`src/rtl/uart_pkg.sv`:
```
// ============================================================================
// Module      : uart_pkg
// Description : Shared types and defaults for the UART FIFO blocks.
// Revision    : 1.0 - initial release
// ============================================================================
`default_nettype none

package uart_pkg;

  // Encoding matches the {wr, rd} concatenation.
  typedef enum logic [1:0] {
    FIFO_NOP  = 2'b00,
    FIFO_RD   = 2'b01,
    FIFO_WR   = 2'b10,
    FIFO_RDWR = 2'b11
  } fifo_op_t;

  localparam int FIFO_ADDR_WIDTH = 2;

endpackage : uart_pkg

`default_nettype wire

```
`src/rtl/fifo_ctrl.sv`:
```
// ============================================================================
// Module      : fifo_ctrl
// Description : Pointer/status controller for a first-word-fall-through FIFO
//               built around a companion register-file storage.
// Revision    : 1.0 - initial release
// ============================================================================
`default_nettype none

module fifo_ctrl
  import uart_pkg::*;
#(
  parameter int ADDR_WIDTH = FIFO_ADDR_WIDTH
) (
  input  logic                  clk,
  input  logic                  reset,
  input  logic                  wr,
  input  logic                  rd,
  output logic                  wr_en,
  output logic [ADDR_WIDTH-1:0] w_addr,
  output logic [ADDR_WIDTH-1:0] r_addr,
  output logic                  empty,
  output logic                  full,
  output logic [ADDR_WIDTH:0]   count,
  output logic                  overflow,
  output logic                  underflow
);

  localparam logic [ADDR_WIDTH-1:0] c_addr_one  = {{(ADDR_WIDTH-1){1'b0}}, 1'b1};
  localparam logic [ADDR_WIDTH:0]   c_count_one = {{ADDR_WIDTH{1'b0}}, 1'b1};

  logic [ADDR_WIDTH-1:0] r_w_addr, r_r_addr;
  logic [ADDR_WIDTH:0]   r_count;
  logic                  r_empty, r_full, r_overflow, r_underflow;

  logic [ADDR_WIDTH-1:0] w_w_addr_nxt, w_r_addr_nxt;
  logic [ADDR_WIDTH:0]   w_count_nxt;
  logic                  w_empty_nxt, w_full_nxt, w_overflow_nxt, w_underflow_nxt;
  logic [ADDR_WIDTH-1:0] w_w_addr_inc, w_r_addr_inc;
  fifo_op_t              w_op;

  assign w_op         = fifo_op_t'({wr, rd});
  assign w_w_addr_inc = r_w_addr + c_addr_one;
  assign w_r_addr_inc = r_r_addr + c_addr_one;

  // A push into a full FIFO is still accepted when a pop frees the head slot.
  assign wr_en = wr & (~r_full | rd);

  always_comb begin
    w_w_addr_nxt    = r_w_addr;
    w_r_addr_nxt    = r_r_addr;
    w_count_nxt     = r_count;
    w_empty_nxt     = r_empty;
    w_full_nxt      = r_full;
    w_overflow_nxt  = 1'b0;
    w_underflow_nxt = 1'b0;
    case (w_op)
      FIFO_WR: begin
        if (r_full) begin
          w_overflow_nxt = 1'b1;
        end else begin
          w_w_addr_nxt = w_w_addr_inc;
          w_count_nxt  = r_count + c_count_one;
          w_empty_nxt  = 1'b0;
          w_full_nxt   = (w_w_addr_inc == r_r_addr);
        end
      end
      FIFO_RD: begin
        if (r_empty) begin
          w_underflow_nxt = 1'b1;
        end else begin
          w_r_addr_nxt = w_r_addr_inc;
          w_count_nxt  = r_count - c_count_one;
          w_full_nxt   = 1'b0;
          w_empty_nxt  = (w_r_addr_inc == r_w_addr);
        end
      end
      FIFO_RDWR: begin
        if (r_empty) begin
          // Nothing to pop yet: the write lands, the pop is rejected.
          w_w_addr_nxt    = w_w_addr_inc;
          w_count_nxt     = r_count + c_count_one;
          w_empty_nxt     = 1'b0;
          w_full_nxt      = (w_w_addr_inc == r_r_addr);
          w_underflow_nxt = 1'b1;
        end else begin
          w_w_addr_nxt = w_w_addr_inc;
          w_r_addr_nxt = w_r_addr_inc;
        end
      end
      default: ;
    endcase
  end

  always_ff @(posedge clk) begin
    if (reset) begin
      r_w_addr    <= '0;
      r_r_addr    <= '0;
      r_count     <= '0;
      r_empty     <= 1'b1;
      r_full      <= 1'b0;
      r_overflow  <= 1'b0;
      r_underflow <= 1'b0;
    end else begin
      r_w_addr    <= w_w_addr_nxt;
      r_r_addr    <= w_r_addr_nxt;
      r_count     <= w_count_nxt;
      r_empty     <= w_empty_nxt;
      r_full      <= w_full_nxt;
      r_overflow  <= w_overflow_nxt;
      r_underflow <= w_underflow_nxt;
    end
  end

  assign w_addr    = r_w_addr;
  assign r_addr    = r_r_addr;
  assign count     = r_count;
  assign empty     = r_empty;
  assign full      = r_full;
  assign overflow  = r_overflow;
  assign underflow = r_underflow;

endmodule : fifo_ctrl

`default_nettype wire

```
`config.mk`:
```
export PLATFORM = sky130hd
export DESIGN_NAME = fifo_ctrl
export DESIGN_NICKNAME = d
export VERILOG_FILES = /design/src/rtl/uart_pkg.sv /design/src/rtl/fifo_ctrl.sv
export SDC_FILE = /design/constraint.sdc
export NUM_CORES = 1
export LEC_CHECK = 0
export CAP_MARGIN = 25
export CORE_UTILIZATION = 40
export DETAILED_ROUTE_END_ITERATION = 7
export PLACE_DENSITY = 0.71
export SETUP_SLACK_MARGIN = 0.3
export SKIP_CTS_REPAIR_TIMING = 1
export SKIP_LAST_GASP = 1
export SLEW_MARGIN = 5
export SYNTH_ARGS = -nofsm -noshare
export SYNTH_HDL_FRONTEND = slang
export SYNTH_SLANG_ARGS = --single-unit
```
`constraint.sdc`:
```
create_clock -name clk -period 1.7 [get_ports clk]
set_input_delay 0.17 -clock clk [delete_from_list [all_inputs] [get_ports clk]]
set_output_delay 0.17 -clock clk [all_outputs]
set_load 0.05 [all_outputs]
```
==> metrics.txt <==
outcome=finished, final reports clean; Core Region=roughly 0.0012 mm2; sequential-to-total area share from yosys stat=about 42%; ANT nets after route=0; Avg Cell Area, Syn=9.15 um2; Area contributors post-synth=dfxtp_1, xor2_1, mux2i_1; ys async rst share=0%; largest net degree at the start of global routing=12; Placement Setup Slack=-0.0718 ns; final setup skew=approximately 0.0044 ns; startpoint types=flop; share of post-route cells with drive strength above 1=~26%; final hold violation count=0; sum of net half-perimeters after detailed placement=781 um; synthesized netlist net count=slightly above 60; die area=about 0.0015 mm2; Hold Crit Class=in -> reg; total power=729 uW; top cells by count, synth=dfxtp_1, nor2_1, xor2_1; Clock transition at path regs=about 0.07 ns; io pins=16; FILL cells=101; FMAX=0.710 GHz; routed wire length=1040 um; Max IR drop VDD=between 0.5 and 0.6 mV; post-synth top area share=a little over two fifths; area grow syn2layout=50.8%; area leader, netlist=dfxtp_1; CTS buffer count=3; Sink Count=11; worst path arrival time=1.60 ns; clock root buffer=clkbuf_4; pwr dens=slightly above 900 mW/mm2; max-slew headroom at the worst pin=approximately two thirds; row cnt=12; Wirelength per Cell=11.3 um; total track usage=about 16%; worst skew pair latency=0.26 ns; Post-synth EDFFs=0; DIE WIDTH=38.1 um; Critical Path RT=approximately 1.9 ns; Starting Density=45.1%; ys flop type=dfxtp_1; Vias/cell=about 4.8; Leak=0.473 nW; max-slew violation count=0; synthesized instance count=57; CTS tree=yes; Tightest Pin Transition=about 0.51 ns; total gr overflow=0; Max Cap Violations=0; endpoints failing setup=0; minimum clock period=approximately 1.4 ns; clk buf depth=2; DIE HEIGHT=38.1 um; initial antenna violation count=0; final setup TNS=0 ns; PnR worst setup slack=just under 0.3 ns; final worst-path cycle share=82.9%; Mapped Area=between 500 and 600 um2; critical path class=reg -> reg; RSZ-0062 raised after global routing=yes; drt drc=0; Max FO, Critical Path=4; H-tree depth=1; IO Port Bufs=15; Nets=84; ant diodes=0; Critical Path End Type=flop; most common cell in the netlist=dfxtp_1; drt first pass iters=3; via count=about 440; synth unique cells=22; Synth Warn #=0; Yosys reg bits=11; placer congestion estimate=a little under 0.7; 1st-iter DRT viols=5; vias in the first global route=384; first-pass GRT wire length=1590 um
-- cells by family after synthesis --
group           count (synthesis)  synth area share (%)
compound gates                  7                  8.63
flops                          11                  42.2
mux                             4                  7.67
buf+inv                         3                  2.88
fa+ha+maj                       1                  2.40
xor+xnor                        8                  13.4
simple gates                   23                  22.8
-- placed cells by master (no fill, tap or decap), types with 2 or more instances in the layout --
master	n
buf_4	6
clkbuf_4	3
dfxtp_1	6
dfxtp_2	5
dlymetal6s2s_1	11
mux2i_1	4
nand2_1	4
nand2b_1	3
nor2_1	9
nor2b_1	2
o21ai_0	2
xnor2_1	2
xor2_1	5
-- sequential cells by signal, summed over array words and instances (netlist names) --
name / flops
count: 3
empty: 1
full: 1
overflow: 1
r_addr: 2
underflow: 1
w_addr: 2
-- worst paths after layout --
path	endpoint	start	slack, ns	cells after the start
setup / recovery	count[2]	count[1]	0.29	6
hold / removal	full	rd	0.26	3
setup reg to reg	count[2]	count[1]	0.29	6
hold reg to reg	underflow	empty	0.48	2
-- report_power, final --
part           switching [mW]  leakage [nW]  total, mW  internal, mW
sequential             0.0261        0.0919      0.309         0.283
clock                  0.0829        0.0150      0.173        0.0906
combinational           0.148         0.366      0.246        0.0988
total                   0.257         0.473      0.729         0.472
-- per-stage QoR --
step / util (%) / hold WS (ns) / instances / instance area (um2)
after floorplan: - / 0.259 / 57 / 528
after global placement: 61.6 / 0.471 / 87 / 712
after detailed placement: 61.6 / 0.480 / 87 / 712
after CTS: 63.9 / 0.486 / 91 / 738
after global routing: 68.1 / 0.281 / 92 / 787
final: 68.1 / 0.259 / 92 / 787
-- critical path, stage by stage (launching register included) --
cell and delay, ns:
dfxtp_2 0.34, xor2_1 0.16, ha_2 0.17, nor2_1 0.08, mux2i_1 0.09, or3_1 0.39, a21oi_2 0.11
-- final cells by class --
cell class,count,area (um2),share of cell area (%)
Clock buffer,4,26.3,3.34
Inverter,1,3.75,0.477
Multi-Input combinational cell,43,300,38.2
Sequential cell,11,226,28.8
Tap cell,14,17.5,2.23
Timing Repair Buffer,19,213,27.0
-- metal layers --
| layer | vias to the layer above | part of all wire (%) | GRT usage [%] | wire length, um |
|---|---|---|---|---|
| met1 | 197 | 52 | 21.7 | 541 |
| met4 | 0 | 1.6 | 10.7 | 17 |
| met5 | - | 0 | 0 | 0 |
| li1 | 230 | - | - | - |
| met2 | 12 | 43 | 22.5 | 446 |
| met3 | 2 | 3.5 | 5.23 | 36 |
No activity file was read; power rests on OpenSTA's default activity.
